File: config.mk
export PLATFORM = sky130hd
export DESIGN_NAME = uart_rx_core
export DESIGN_NICKNAME = d
export VERILOG_FILES = /design/src/rtl/uart_pkg.sv /design/src/rtl/uart_sync_fifo.sv /design/src/rtl/uart_rx_core.sv
export SDC_FILE = /design/constraint.sdc
export NUM_CORES = 1
export LEC_CHECK = 0
export CAP_MARGIN = 20
export CELL_PAD_IN_SITES_DETAIL_PLACEMENT = 1
export CELL_PAD_IN_SITES_GLOBAL_PLACEMENT = 1
export CORE_MARGIN = 2
export CORE_UTILIZATION = 46
export CTS_CLUSTER_SIZE = 20
export DETAILED_ROUTE_END_ITERATION = 10
export GPL_TIMING_DRIVEN = 0
export PLACE_DENSITY_LB_ADDON = 0.1
export SETUP_SLACK_MARGIN = 0.02
export SYNTH_ARGS = -nofsm -noshare
export SYNTH_HDL_FRONTEND = slang
export SYNTH_HIERARCHICAL = 1
export SYNTH_SLANG_ARGS = --single-unit
File: constraint.sdc
create_clock -name sys_clk -period 6 [get_ports sys_clk]
set_input_delay 1.8 -clock sys_clk [delete_from_list [all_inputs] [get_ports sys_clk]]
set_output_delay 1.8 -clock sys_clk [all_outputs]
set_load 0.05 [all_outputs]
File: src/rtl/uart_pkg.sv
// Shared definitions for the UART receive path: FSM states, parity modes,
// FIFO entry layout and the sample vote.
package uart_pkg;

  typedef enum logic [2:0] {
    ST_IDLE,
    ST_START,
    ST_DATA,
    ST_PARITY,
    ST_STOP1,
    ST_STOP2
  } rx_state_t;

  localparam logic [1:0] PAR_NONE = 2'd0;
  localparam logic [1:0] PAR_ODD  = 2'd1;
  localparam logic [1:0] PAR_EVEN = 2'd2;

  // Entry layout: {break, frame_err, parity_err, data[7:0]}
  localparam int unsigned ENTRY_W        = 11;
  localparam int unsigned ENTRY_DATA_LSB = 0;
  localparam int unsigned ENTRY_PERR_BIT = 8;
  localparam int unsigned ENTRY_FERR_BIT = 9;
  localparam int unsigned ENTRY_BRK_BIT  = 10;

  function automatic logic maj3(input logic a, input logic b, input logic c);
    return (a & b) | (a & c) | (b & c);
  endfunction

endpackage

File: src/rtl/uart_sync_fifo.sv
// Single-clock show-ahead FIFO with occupancy count; head is valid
// combinationally whenever the FIFO is not empty.
module uart_sync_fifo
  import uart_pkg::*;
#(
  parameter int unsigned WIDTH     = 11,
  parameter int unsigned ADDR_BITS = 4
) (
  input  logic                 clk,
  input  logic                 rst,
  input  logic                 push,
  input  logic [WIDTH-1:0]     din,
  input  logic                 pop,
  output logic [WIDTH-1:0]     dout,
  output logic                 empty,
  output logic                 full,
  output logic [ADDR_BITS:0]   level
);

  localparam int unsigned DEPTH = 1 << ADDR_BITS;
  localparam logic [ADDR_BITS:0] FULL_LEVEL = (ADDR_BITS+1)'(DEPTH);

  logic [WIDTH-1:0]     mem [DEPTH];
  logic [ADDR_BITS-1:0] wr_ptr;
  logic [ADDR_BITS-1:0] rd_ptr;
  logic                 do_push;
  logic                 do_pop;

  assign empty   = (level == '0);
  assign full    = (level == FULL_LEVEL);
  assign do_pop  = pop && !empty;
  // A pop in the same cycle frees the slot, so a full FIFO still accepts.
  assign do_push = push && (!full || do_pop);

  assign dout = empty ? '0 : mem[rd_ptr];

  always_ff @(posedge clk) begin
    if (do_push) begin
      mem[wr_ptr] <= din;
    end
  end

  always_ff @(posedge clk or posedge rst) begin
    if (rst) begin
      wr_ptr <= '0;
      rd_ptr <= '0;
      level  <= '0;
    end else begin
      if (do_push) wr_ptr <= wr_ptr + 1'b1;
      if (do_pop)  rd_ptr <= rd_ptr + 1'b1;
      case ({do_push, do_pop})
        2'b10:   level <= level + 1'b1;
        2'b01:   level <= level - 1'b1;
        default: level <= level;
      endcase
    end
  end

endmodule

File: src/rtl/uart_rx_core.sv
// UART receiver: input sync, tick generator, 3-sample majority vote, frame FSM
// with run-time line format, error tagging and an integrated RX FIFO.
module uart_rx_core
  import uart_pkg::*;
#(
  parameter int unsigned OVERSAMPLE     = 16,
  parameter int unsigned DIV_WIDTH      = 16,
  parameter int unsigned FIFO_ADDR_BITS = 4
) (
  input  logic                      sys_clk,
  input  logic                      reset,
  input  logic [DIV_WIDTH-1:0]      cfg_divisor,
  input  logic [1:0]                cfg_bitsize,
  input  logic [1:0]                cfg_parity,
  input  logic                      cfg_stopbits,
  input  logic                      rx,
  output logic [7:0]                rx_data,
  output logic                      rx_parity_err,
  output logic                      rx_frame_err,
  output logic                      rx_break,
  output logic                      rx_valid,
  input  logic                      rx_accept,
  output logic                      rx_overrun,
  input  logic                      overrun_clr,
  output logic [FIFO_ADDR_BITS:0]   fifo_level,
  output logic                      rx_busy
);

  localparam int unsigned OS_W = $clog2(OVERSAMPLE);
  localparam int unsigned MID  = OVERSAMPLE / 2;
  localparam logic [OS_W-1:0] OS_LAST = OS_W'(OVERSAMPLE - 1);
  localparam logic [OS_W-1:0] SAMP_A  = OS_W'(MID - 1);
  localparam logic [OS_W-1:0] SAMP_B  = OS_W'(MID);
  localparam logic [OS_W-1:0] SAMP_C  = OS_W'(MID + 1);

  logic                 rx_meta;
  logic                 rx_s;
  logic                 rx_last;
  logic [DIV_WIDTH-1:0] div_cnt;
  logic [DIV_WIDTH-1:0] div_cur;
  logic                 tick;
  logic [OS_W-1:0]      os_cnt;
  logic                 samp_a;
  logic                 samp_b;
  logic                 vote;
  logic                 vote_now;

  rx_state_t            state;
  rx_state_t            state_nx;
  logic                 start_det;
  logic                 frame_done;
  logic                 brk_now;
  logic                 par_en;

  logic [2:0]           bit_idx;
  logic [7:0]           data_sr;
  logic                 par_bit;
  logic                 perr;
  logic [2:0]           f_last_bit;
  logic [1:0]           f_par;
  logic                 f_stop2;

  logic [ENTRY_W-1:0]   entry_q;
  logic                 push_q;
  logic [ENTRY_W-1:0]   fifo_dout;
  logic                 fifo_empty;
  logic                 fifo_full;
  logic                 pop;

  assign tick      = (div_cnt == div_cur);
  assign start_det = (state == ST_IDLE) && rx_last && !rx_s;
  assign vote      = maj3(samp_a, samp_b, rx_s);
  assign vote_now  = tick && (state != ST_IDLE) && (os_cnt == SAMP_C);
  assign par_en    = (f_par == PAR_ODD) || (f_par == PAR_EVEN);
  assign brk_now   = (state == ST_STOP1) && !vote && (data_sr == '0) && !(par_en && par_bit);

  always_ff @(posedge sys_clk or posedge reset) begin
    if (reset) begin
      state <= ST_IDLE;
    end else begin
      state <= state_nx;
    end
  end

  always_comb begin
    state_nx   = state;
    frame_done = 1'b0;
    case (state)
      ST_IDLE:   if (start_det) state_nx = ST_START;
      ST_START:  if (vote_now) state_nx = vote ? ST_IDLE : ST_DATA;
      ST_DATA:   if (vote_now && (bit_idx == f_last_bit)) state_nx = par_en ? ST_PARITY : ST_STOP1;
      ST_PARITY: if (vote_now) state_nx = ST_STOP1;
      ST_STOP1: begin
        // A bad first stop bit ends the frame; the second is never sampled.
        if (vote_now) begin
          if (vote && f_stop2) begin
            state_nx = ST_STOP2;
          end else begin
            state_nx   = ST_IDLE;
            frame_done = 1'b1;
          end
        end
      end
      ST_STOP2: begin
        if (vote_now) begin
          state_nx   = ST_IDLE;
          frame_done = 1'b1;
        end
      end
      default:   state_nx = ST_IDLE;
    endcase
  end

  always_ff @(posedge sys_clk or posedge reset) begin
    if (reset) begin
      rx_meta    <= 1'b1;
      rx_s       <= 1'b1;
      rx_last    <= 1'b1;
      div_cnt    <= '0;
      div_cur    <= '0;
      os_cnt     <= '0;
      samp_a     <= 1'b1;
      samp_b     <= 1'b1;
      bit_idx    <= '0;
      data_sr    <= '0;
      par_bit    <= 1'b0;
      perr       <= 1'b0;
      f_last_bit <= '0;
      f_par      <= PAR_NONE;
      f_stop2    <= 1'b0;
      entry_q    <= '0;
      push_q     <= 1'b0;
    end else begin
      rx_meta <= rx;
      rx_s    <= rx_meta;
      rx_last <= rx_s;
      push_q  <= frame_done;

      // Start detection realigns the tick phase to the falling edge.
      if (start_det || tick) begin
        div_cnt <= '0;
        div_cur <= cfg_divisor;
      end else begin
        div_cnt <= div_cnt + 1'b1;
      end

      if (start_det) begin
        os_cnt     <= '0;
        bit_idx    <= '0;
        data_sr    <= '0;
        par_bit    <= 1'b0;
        perr       <= 1'b0;
        f_last_bit <= 3'd4 + {1'b0, cfg_bitsize};
        f_par      <= cfg_parity;
        f_stop2    <= cfg_stopbits;
      end else if (tick && (state != ST_IDLE)) begin
        os_cnt <= (os_cnt == OS_LAST) ? '0 : os_cnt + 1'b1;
        if (os_cnt == SAMP_A) samp_a <= rx_s;
        if (os_cnt == SAMP_B) samp_b <= rx_s;
      end

      if (vote_now) begin
        case (state)
          ST_DATA: begin
            data_sr[bit_idx] <= vote;
            bit_idx          <= bit_idx + 1'b1;
          end
          ST_PARITY: begin
            par_bit <= vote;
            perr    <= (f_par == PAR_ODD) ? ~(^data_sr ^ vote) : (^data_sr ^ vote);
          end
          default: ;
        endcase
      end

      if (frame_done) begin
        entry_q <= {brk_now, !vote, perr, data_sr};
      end
    end
  end

  assign pop = rx_accept && rx_valid;

  uart_sync_fifo #(
    .WIDTH     (ENTRY_W),
    .ADDR_BITS (FIFO_ADDR_BITS)
  ) u_fifo (
    .clk   (sys_clk),
    .rst   (reset),
    .push  (push_q),
    .din   (entry_q),
    .pop   (pop),
    .dout  (fifo_dout),
    .empty (fifo_empty),
    .full  (fifo_full),
    .level (fifo_level)
  );

  always_ff @(posedge sys_clk or posedge reset) begin
    if (reset) begin
      rx_overrun <= 1'b0;
    end else if (push_q && fifo_full && !pop) begin
      rx_overrun <= 1'b1;
    end else if (overrun_clr) begin
      rx_overrun <= 1'b0;
    end
  end

  assign rx_data       = fifo_dout[ENTRY_DATA_LSB +: 8];
  assign rx_parity_err = fifo_dout[ENTRY_PERR_BIT];
  assign rx_frame_err  = fifo_dout[ENTRY_FERR_BIT];
  assign rx_break      = fifo_dout[ENTRY_BRK_BIT];
  assign rx_valid      = !fifo_empty;
  assign rx_busy       = (state != ST_IDLE);

endmodule
==> PnR_summary.wiki, run 1 <==
{| class="wikitable"
! Metric !! Value
|-
| Status || completed
|-
| Highest ir drop seen on vdd || 0.238 mV
|-
| Top FF cell, synth || edfxtp_1
|-
| Unrepaired setup endpoints after global routing || no
|-
| Post-Route Setup TNS || 0 ns
|-
| H-tree levels || 1
|-
| Clock tree from TritonCTS || done
|-
| Number of I/O pins || 45
|-
| Final number of max-transition violations || 0
|-
| Fill cells || 2338
|-
| Total Nets Final || 862
|-
| Total area of multi-input combinational cells || 0.00370 sq mm
|-
| Minimum setup slack after placement || 1.12 ns
|-
| Worst slew pin tran || 0.785 ns
|-
| Hold-fix buffers at CTS || 0
|-
| Leakage || 5.45 nW
|-
| Number of standard cells after synthesis || 733
|-
| Initial antenna violation count || 0
|-
| Count of unresolved DRC violations after routing || 0
|-
| Floorplan core area || 0.0245 sq mm
|-
| Buffers from clock root to sink, at most || 3
|-
| Worst-case headroom to the max-slew limit || 47.2%
|-
| Number of cell rows || 57
|-
| Data required, critical path || 4.20 ns
|-
| Number of sinks on the clock net || 265
|-
| Routed length per instance || 21.4 um
|-
| Post-synthesis cell type count || 65
|-
| Detail-routed via count per cell || 5.48
|-
| Via count || 6383
|-
| Final setup skew || 0.0146 ns
|-
| Final hold violations || 0
|-
| Net switching power of the design || 1.60 mW
|-
| Total CTS buffers || 29
|-
| Post-Layout Inst Area || 0.0134 sq mm
|-
| Setup bufs post-CTS || 0
|-
| Minimum period implied by the final worst setup slack || 5.24 ns
|-
| Share of flip-flops with an asynchronous set or reset || 33.6%
|-
| Internal || 3.63 mW
|-
| Clk_lat worst skew || 0.54 ns
|-
| Cell area after placement || 0.0125 sq mm
|-
| Count of nets left with antenna violations after detail routing || 0
|-
| TritonRoute pass-1 iters || 5
|-
| Fraction of the yosys area taken by sequential cells || 65.3%
|-
| Remaining global-route overflow || 0
|-
| Portion of total power attributed to the clock network || 33.2%
|-
| Wire length of the first global-routing pass || 40600 um
|-
| Data arrival time of the critical path || 3.44 ns
|-
| Worst setup path class || reg -> out
|-
| Final weighted congestion of routability-driven global placement || 0.791
|-
| Dominant delay contributor by cell family on the critical path || buffers and inverters
|-
| Cell breakdown of the critical path || buf_2, clkbuf_1, mux4_2, mux2_2, o21ai_0, a21oi_1, clkdlybuf4s50_1
|-
| Ratio of cells with drive above 1 in the final layout || 21.0%
|-
| Number of storage elements in the synthesis netlist || 265
|-
| Post-cts gate resize count || 0
|-
| CP max stage delay || 0.73 ns
|-
| Placed wire-length estimate || 17400 um
|-
| Pin count of the biggest net entering global routing || 60
|-
| Endpoint type of the worst setup path || output port
|-
| Starting Density || 47.0%
|-
| Final setup vio count || 0
|-
| Count of flip-flops with a built-in enable after synthesis || 176
|-
| Register area || 0.00752 sq mm
|-
| Placed Instances || 1110
|-
| Count of buffers inserted at the top-level ports || 44
|-
| Worst-case hold slack || 0.355 ns
|-
| Min setup slack post-route || 0.761 ns
|-
| Post-synthesis instance area || 0.0115 sq mm
|-
| Final non-filler cell total || 1164
|-
| Combinational cell fraction of total power || 24.8%
|-
| Clk pin slew, worst setup/hold paths || 0.06 ns
|-
| Via count of the first global-routing pass || 7112
|-
| Kind of launch point of the worst setup path || flip-flop
|-
| Sequential Power Share || 42.0%
|-
| Buffers and inverters on the worst path || 3
|-
| Class of the tightest hold or removal check || reg -> reg
|-
| Net count of the mapped netlist || 778
|-
| Mean instance size in the synthesized netlist || 15.7 sq um
|-
| Overall fraction of global-route tracks in use || 20.0%
|-
| FMAX || 191 MHz
|-
| Antenna fix cells || 0
|-
| Wire length after detailed routing || 24900 um
|-
| Syn. warnings || 6
|-
| PwrDens || 390 mW/mm^2
|-
| Post-route fraction of the period consumed by the critical path || 87.3%
|-
| Die Y || 162 um
|-
| Layout area overhead || 16.7%
|-
| Sw frac || 30.6%
|-
| DIE AREA || 0.0263 sq mm
|-
| Die boundary width || 162 um
|-
| Number of design-rule violations left by the first detailed-router iteration || 315
|-
| Slowest cell on crit path || clkdlybuf4s50_1
|-
| Library cell used as clock root buffer || clkbuf_16
|-
| Top fanout value on the critical path || 10
|-
| MaxCap Viol Count || 0
|}
## state kept, by name, indices dropped and copies added, names as in the netlist, 4 cells and up
register / flops
os_cnt: 4
entry_q: 11
u_fifo/rd_ptr: 4
u_fifo/wr_ptr: 4
data_sr: 8
u_fifo/level: 5
u_fifo/mem: 176
div_cur: 16
div_cnt: 16
## worst register-to-register path, delay by kind of cell (launching register included)
family / cells / cell delay [ns]
buf+inv: 3 / 0.74
simple gates: 6 / 1.92
flops: 1 / 0.45
compound gates: 1 / 0.49
## final cells by class
class	instances	share of cell area (%)
clock buffers	37	5.93
multi-input cells	399	27.6
flip-flops and latches	265	56.0
repair buffers	53	4.04
inverters	34	0.969
well taps	324	3.02
clock inverters	17	1.15
plain buffers	35	1.37
## synth_stat cells (2+ instances only)
cell	number	share of area, %
and2_1	9	0.49
nand4b_1	5	0.38
o21ai_1	3	0.13
xor2_1	10	0.76
nand2_1	43	1.4
nor3_1	5	0.22
a22o_1	3	0.23
xnor2_1	37	2.8
and3_1	8	0.43
buf_6	3	0.29
mux2_2	33	3.2
nor2b_1	8	0.43
a211oi_1	2	0.13
ha_1	18	2.0
o22ai_1	2	0.11
mux2_1	11	1.1
mux2i_1	26	2.3
nor3b_1	2	0.13
nor2_1	30	0.98
buf_2	15	0.65
mux4_2	44	8.6
a21oi_1	16	0.70
buf_4	3	0.20
nand4_1	12	0.65
dfstp_2	5	1.1
nand3_1	13	0.57
clkbuf_1	13	0.42
a221o_1	2	0.17
edfxtp_1	176	46
nand2b_1	3	0.16
a21o_1	2	0.13
dfrtp_1	84	18
nor4_1	7	0.38
o211ai_1	3	0.20
inv_1	34	1.1
o21ai_0	14	0.61
## cells in the final DEF, fill, tap and decap left out, types with 15 or more instances in the layout
cell and n:
clkbuf_1 18, buf_2 15, dfrtp_1 84, nor2_1 30, clkdlybuf4s50_1 44, nand2_1 43
mux2_2 33, edfxtp_1 176, a21oi_1 16, mux4_2 44, clkbuf_16 30, xnor2_1 37
inv_1 33, ha_1 18, mux2i_1 26
## metrics by stage
step / util, % / total power, mW
3_5_place_dp: 51.0 / 3.55
3_3_place_gp: 50.5 / 3.51
2_1_floorplan: - / 3.15
5_1_grt: 54.9 / 5.49
6_report: 54.9 / 5.23
4_1_cts: 54.9 / 5.31
## power by group through the flow
stage / clock [mW] / combinational, mW / sequential, mW
floorplan: 0 / 0.890 / 2.26
global placement: 0 / 1.28 / 2.23
detailed placement: 0 / 1.32 / 2.23
CTS: 1.78 / 1.33 / 2.20
global route: 1.86 / 1.41 / 2.22
finish: 1.74 / 1.30 / 2.20
## routing by layer
| layer | part of all wire, % | GRT usage, % | vias to the layer above |
|---|---|---|---|
| met4 | 1.6 | 4.22 | 0 |
| li1 | - | - | 2923 |
| met3 | 3.2 | 2.50 | 30 |
| met5 | 0 | 0 | - |
| met1 | 43 | 26.3 | 3329 |
| met2 | 52 | 35.8 | 101 |
## logic make-up (layout without fill, tap and decap cells)
logic type               Yosys count  after routing  synth area share, %
AND/OR/NAND/NOR                  158            158                 7.36
XOR/XNOR                          47             47                 3.58
multiplexers                     115            115                 15.4
AO/OA/AOI/OAI                     59             59                 3.41
flip-flops                       265            265                 65.3
buffers and inverters             69            176                 2.71
adder cells (fa/ha/maj)           20             20                 2.22
## path summary, 6_finish.rpt
check                           cells after the start                end  slack [ns]             start
min in group asynchronous                           2         rx_overrun        1.58             reset
worst max register to register                     10  u_fifo/mem[12][1]        2.11   u_fifo/level[0]
worst min register to register                      0               rx_s        0.36           rx_meta
worst max-delay path                                7         rx_data[1]        0.76  u_fifo/rd_ptr[3]
max in group asynchronous                           3            rx_last        3.79             reset
worst min-delay path                                0               rx_s        0.36           rx_meta
(Power assumes the default switching activity.)
==> inputs of run 2 (changes only) <==
--- a/config.mk
+++ b/config.mk
@@ -15,6 +15,7 @@
 export GPL_TIMING_DRIVEN = 0
 export PLACE_DENSITY_LB_ADDON = 0.1
 export SETUP_SLACK_MARGIN = 0.02
+export SLEW_MARGIN = 20
 export SYNTH_ARGS = -nofsm -noshare
 export SYNTH_HDL_FRONTEND = slang
 export SYNTH_HIERARCHICAL = 1
==> constraint.sdc (replaced) <==
create_clock -name sys_clk -period 6 [get_ports sys_clk]
set_input_delay 1.2 -clock sys_clk [delete_from_list [all_inputs] [get_ports sys_clk]]
set_output_delay 1.2 -clock sys_clk [all_outputs]
set_load 0.05 [all_outputs]
==> run 2 against run 1 <==
Combinational power barely moved. Cell area fell by 0.85%. Clock power fell by 6%. Largest power group unchanged. Critical path type unchanged.
==> PnR_summary.wiki, run 2 (same netlist as run 1, synthesis figures left out) <==
{| class="wikitable"
! Metric !! Value
|-
| Status || completed
|-
| Pin count of the biggest net entering global routing || 58 (-3.3%)
|-
| Post-cts gate resize count || 0 (unchanged)
|-
| Antenna fix cells || 0 (unchanged)
|-
| Cell breakdown of the critical path || buf_2, clkbuf_1, mux4_2, mux2_2, o21ai_0, a21oi_1, clkdlybuf4s50_1
|-
| Number of cell rows || 57 (unchanged)
|-
| Sw frac || 30.9% (+0.25 points)
|-
| Final hold violations || 0 (unchanged)
|-
| Minimum period implied by the final worst setup slack || 4.62 ns (-0.619 ns)
|-
| CP max stage delay || 0.73 ns (about the same)
|-
| Sequential Power Share || 42.9% (+0.9 points)
|-
| TritonRoute pass-1 iters || 4 (-1)
|-
| Endpoint type of the worst setup path || output port
|-
| Via count of the first global-routing pass || 7016 (-1.3%)
|-
| Top fanout value on the critical path || 10 (unchanged)
|-
| Data arrival time of the critical path || 3.42 ns (-0.02 ns)
|-
| Ratio of cells with drive above 1 in the final layout || 20.8% (-0.16 points)
|-
| Post-route fraction of the period consumed by the critical path || 77.0% (-10 points)
|-
| Floorplan core area || 0.0245 sq mm (unchanged)
|-
| Count of buffers inserted at the top-level ports || 44 (unchanged)
|-
| Clock tree from TritonCTS || done
|-
| Setup bufs post-CTS || 0 (unchanged)
|-
| Final weighted congestion of routability-driven global placement || 0.791 (unchanged)
|-
| Wire length after detailed routing || 24600 um (-1.2%)
|-
| Number of sinks on the clock net || 265 (unchanged)
|-
| Worst setup path class || reg -> out
|-
| Number of I/O pins || 45 (unchanged)
|-
| Count of nets left with antenna violations after detail routing || 0 (unchanged)
|-
| Most used cells in the layout excluding fill and tap cells || 176 x edfxtp_1, 84 x dfrtp_1, 44 x clkdlybuf4s50_1, 44 x mux4_2, 43 x nand2_1
|-
| Reg-to-reg slack, setup || 2.11 ns (about the same)
|-
| Number of flip-flops under the largest register name || 176 (unchanged)
|-
| Total area of multi-input combinational cells || 0.00371 sq mm (+0.27%)
|-
| Clk pin slew, worst setup/hold paths || 0.06 ns (about the same)
|-
| Final setup skew || 0.0163 ns (+0.00160 ns)
|-
| Overall fraction of global-route tracks in use || 19.8% (-0.19 points)
|-
| Buffers from clock root to sink, at most || 3 (unchanged)
|-
| Register area || 0.00752 sq mm (unchanged)
|-
| FMAX || 216 MHz (+13%)
|-
| Total Nets Final || 859 (-0.35%)
|-
| Layout area overhead || 15.8%
|-
| Min setup slack post-route || 1.38 ns (+0.619 ns)
|-
| Library cell used as clock root buffer || clkbuf_16
|-
| H-tree levels || 1 (unchanged)
|-
| Total CTS buffers || 29 (unchanged)
|-
| Highest ir drop seen on vdd || 0.245 mV (+3.1%)
|-
| Die Y || 162 um (unchanged)
|-
| Routed length per instance || 21.2 um (-0.93%)
|-
| Post-Route Setup TNS || 0 ns (unchanged)
|-
| Most common library cell in the layout ignoring fill and taps || edfxtp_1
|-
| Hold-fix buffers at CTS || 0 (unchanged)
|-
| Fill cells || 2344 (+0.26%)
|-
| Via count || 6397 (+0.22%)
|-
| Detail-routed via count per cell || 5.51 (+0.48%)
|-
| Slowest cell on crit path || clkdlybuf4s50_1
|-
| Count of unresolved DRC violations after routing || 0 (unchanged)
|-
| Final number of max-transition violations || 0 (unchanged)
|-
| Wire length of the first global-routing pass || 40300 um (-0.71%)
|-
| Worst slew pin tran || 0.840 ns (+0.0546 ns)
|-
| Class of the tightest hold or removal check || reg -> reg
|-
| Internal || 3.54 mW (-2.5%)
|-
| Final setup vio count || 0 (unchanged)
|-
| Top register by number of flip-flops || u_fifo/mem
|-
| Kind of launch point of the worst setup path || flip-flop
|-
| Remaining global-route overflow || 0 (unchanged)
|-
| Combinational cell fraction of total power || 25.3% (+0.5 points)
|-
| Placed wire-length estimate || 17000 um (-2.7%)
|-
| Net switching power of the design || 1.58 mW (-1.3%)
|-
| MaxCap Viol Count || 0 (unchanged)
|-
| Unrepaired setup endpoints after global routing || no
|-
| Initial antenna violation count || 0 (unchanged)
|-
| Clk_lat worst skew || 0.54 ns (about the same)
|-
| PwrDens || 385 mW/mm^2 (-1.3%)
|-
| Die boundary width || 162 um (unchanged)
|-
| Starting Density || 47.0% (unchanged)
|-
| Data required, critical path || 4.80 ns (+0.60 ns)
|-
| Portion of total power attributed to the clock network || 31.9% (-1.3 points)
|-
| Minimum setup slack after placement || 1.73 ns (+0.614 ns)
|-
| Leakage || 5.41 nW (-0.66%)
|-
| DIE AREA || 0.0263 sq mm (unchanged)
|-
| Number of design-rule violations left by the first detailed-router iteration || 331 (+5.1%)
|-
| Worst-case headroom to the max-slew limit || 43.6% (-3.7 points)
|-
| Largest registers || u_fifo/mem x176, div_cnt x16, div_cur x16
|}
[run 2: critical path, delay by kind of cell (launching register included)]
family          cells  cell delay, ns
compound gates      2            0.38
mux                 2            0.68
buf+inv             3            1.48
flops               1            0.33
[run 2: path summary, 6_finish.rpt]
path / from / end / depth (start not counted)
max: u_fifo/rd_ptr[3] / rx_data[2] / 7
min: rx_meta / rx_s / 0
max reg2reg: u_fifo/level[0] / u_fifo/mem[14][10] / 9
min reg2reg: rx_meta / rx_s / 0
max in group asynchronous: reset / rx_last / 3
min in group asynchronous: reset / rx_overrun / 2
[run 2: power by group through the flow]
stage               combinational, mW  sequential (mW)  clock [mW]
CTS                              1.32             2.20        1.68
floorplan                       0.890             2.26           0
global placement                 1.28             2.23           0
finish                           1.30             2.20        1.63
detailed placement               1.31             2.23           0
global route                     1.40             2.22        1.75
[run 2: through the flow]
stage                     util (%)  power, mW  cells  hold slack, ns  cell area [sq um]
final                         54.4       5.12   1161           0.365              13300
after global routing          54.4       5.37   1161           0.370              13300
after CTS                     54.4       5.19   1161           0.369              13300
after detailed placement      50.9       3.55   1107           0.357              12400
after global placement        50.5       3.51   1101           0.350              12400
after floorplan                  -       3.15    733           0.345              11500
[run 2: metal layers]
layer	vias to the layer above	wire length (um)	part of all wire [%]	GRT usage [%]
met1	3349	10800	44	26.7
met4	0	325	1.3	3.86
li1	2922	-	-	-
met5	-	0	0	0
met3	31	839	3.4	2.58
met2	95	12700	52	34.8
[run 2: area by class of cell]
type / count / share of cell area (%)
inverters: 34 / 0.977
flip-flops and latches: 265 / 56.4
well taps: 324 / 3.04
clock buffers: 42 / 6.12
multi-input cells: 399 / 27.9
clock inverters: 12 / 0.470
plain buffers: 35 / 1.38
repair buffers: 50 / 3.70
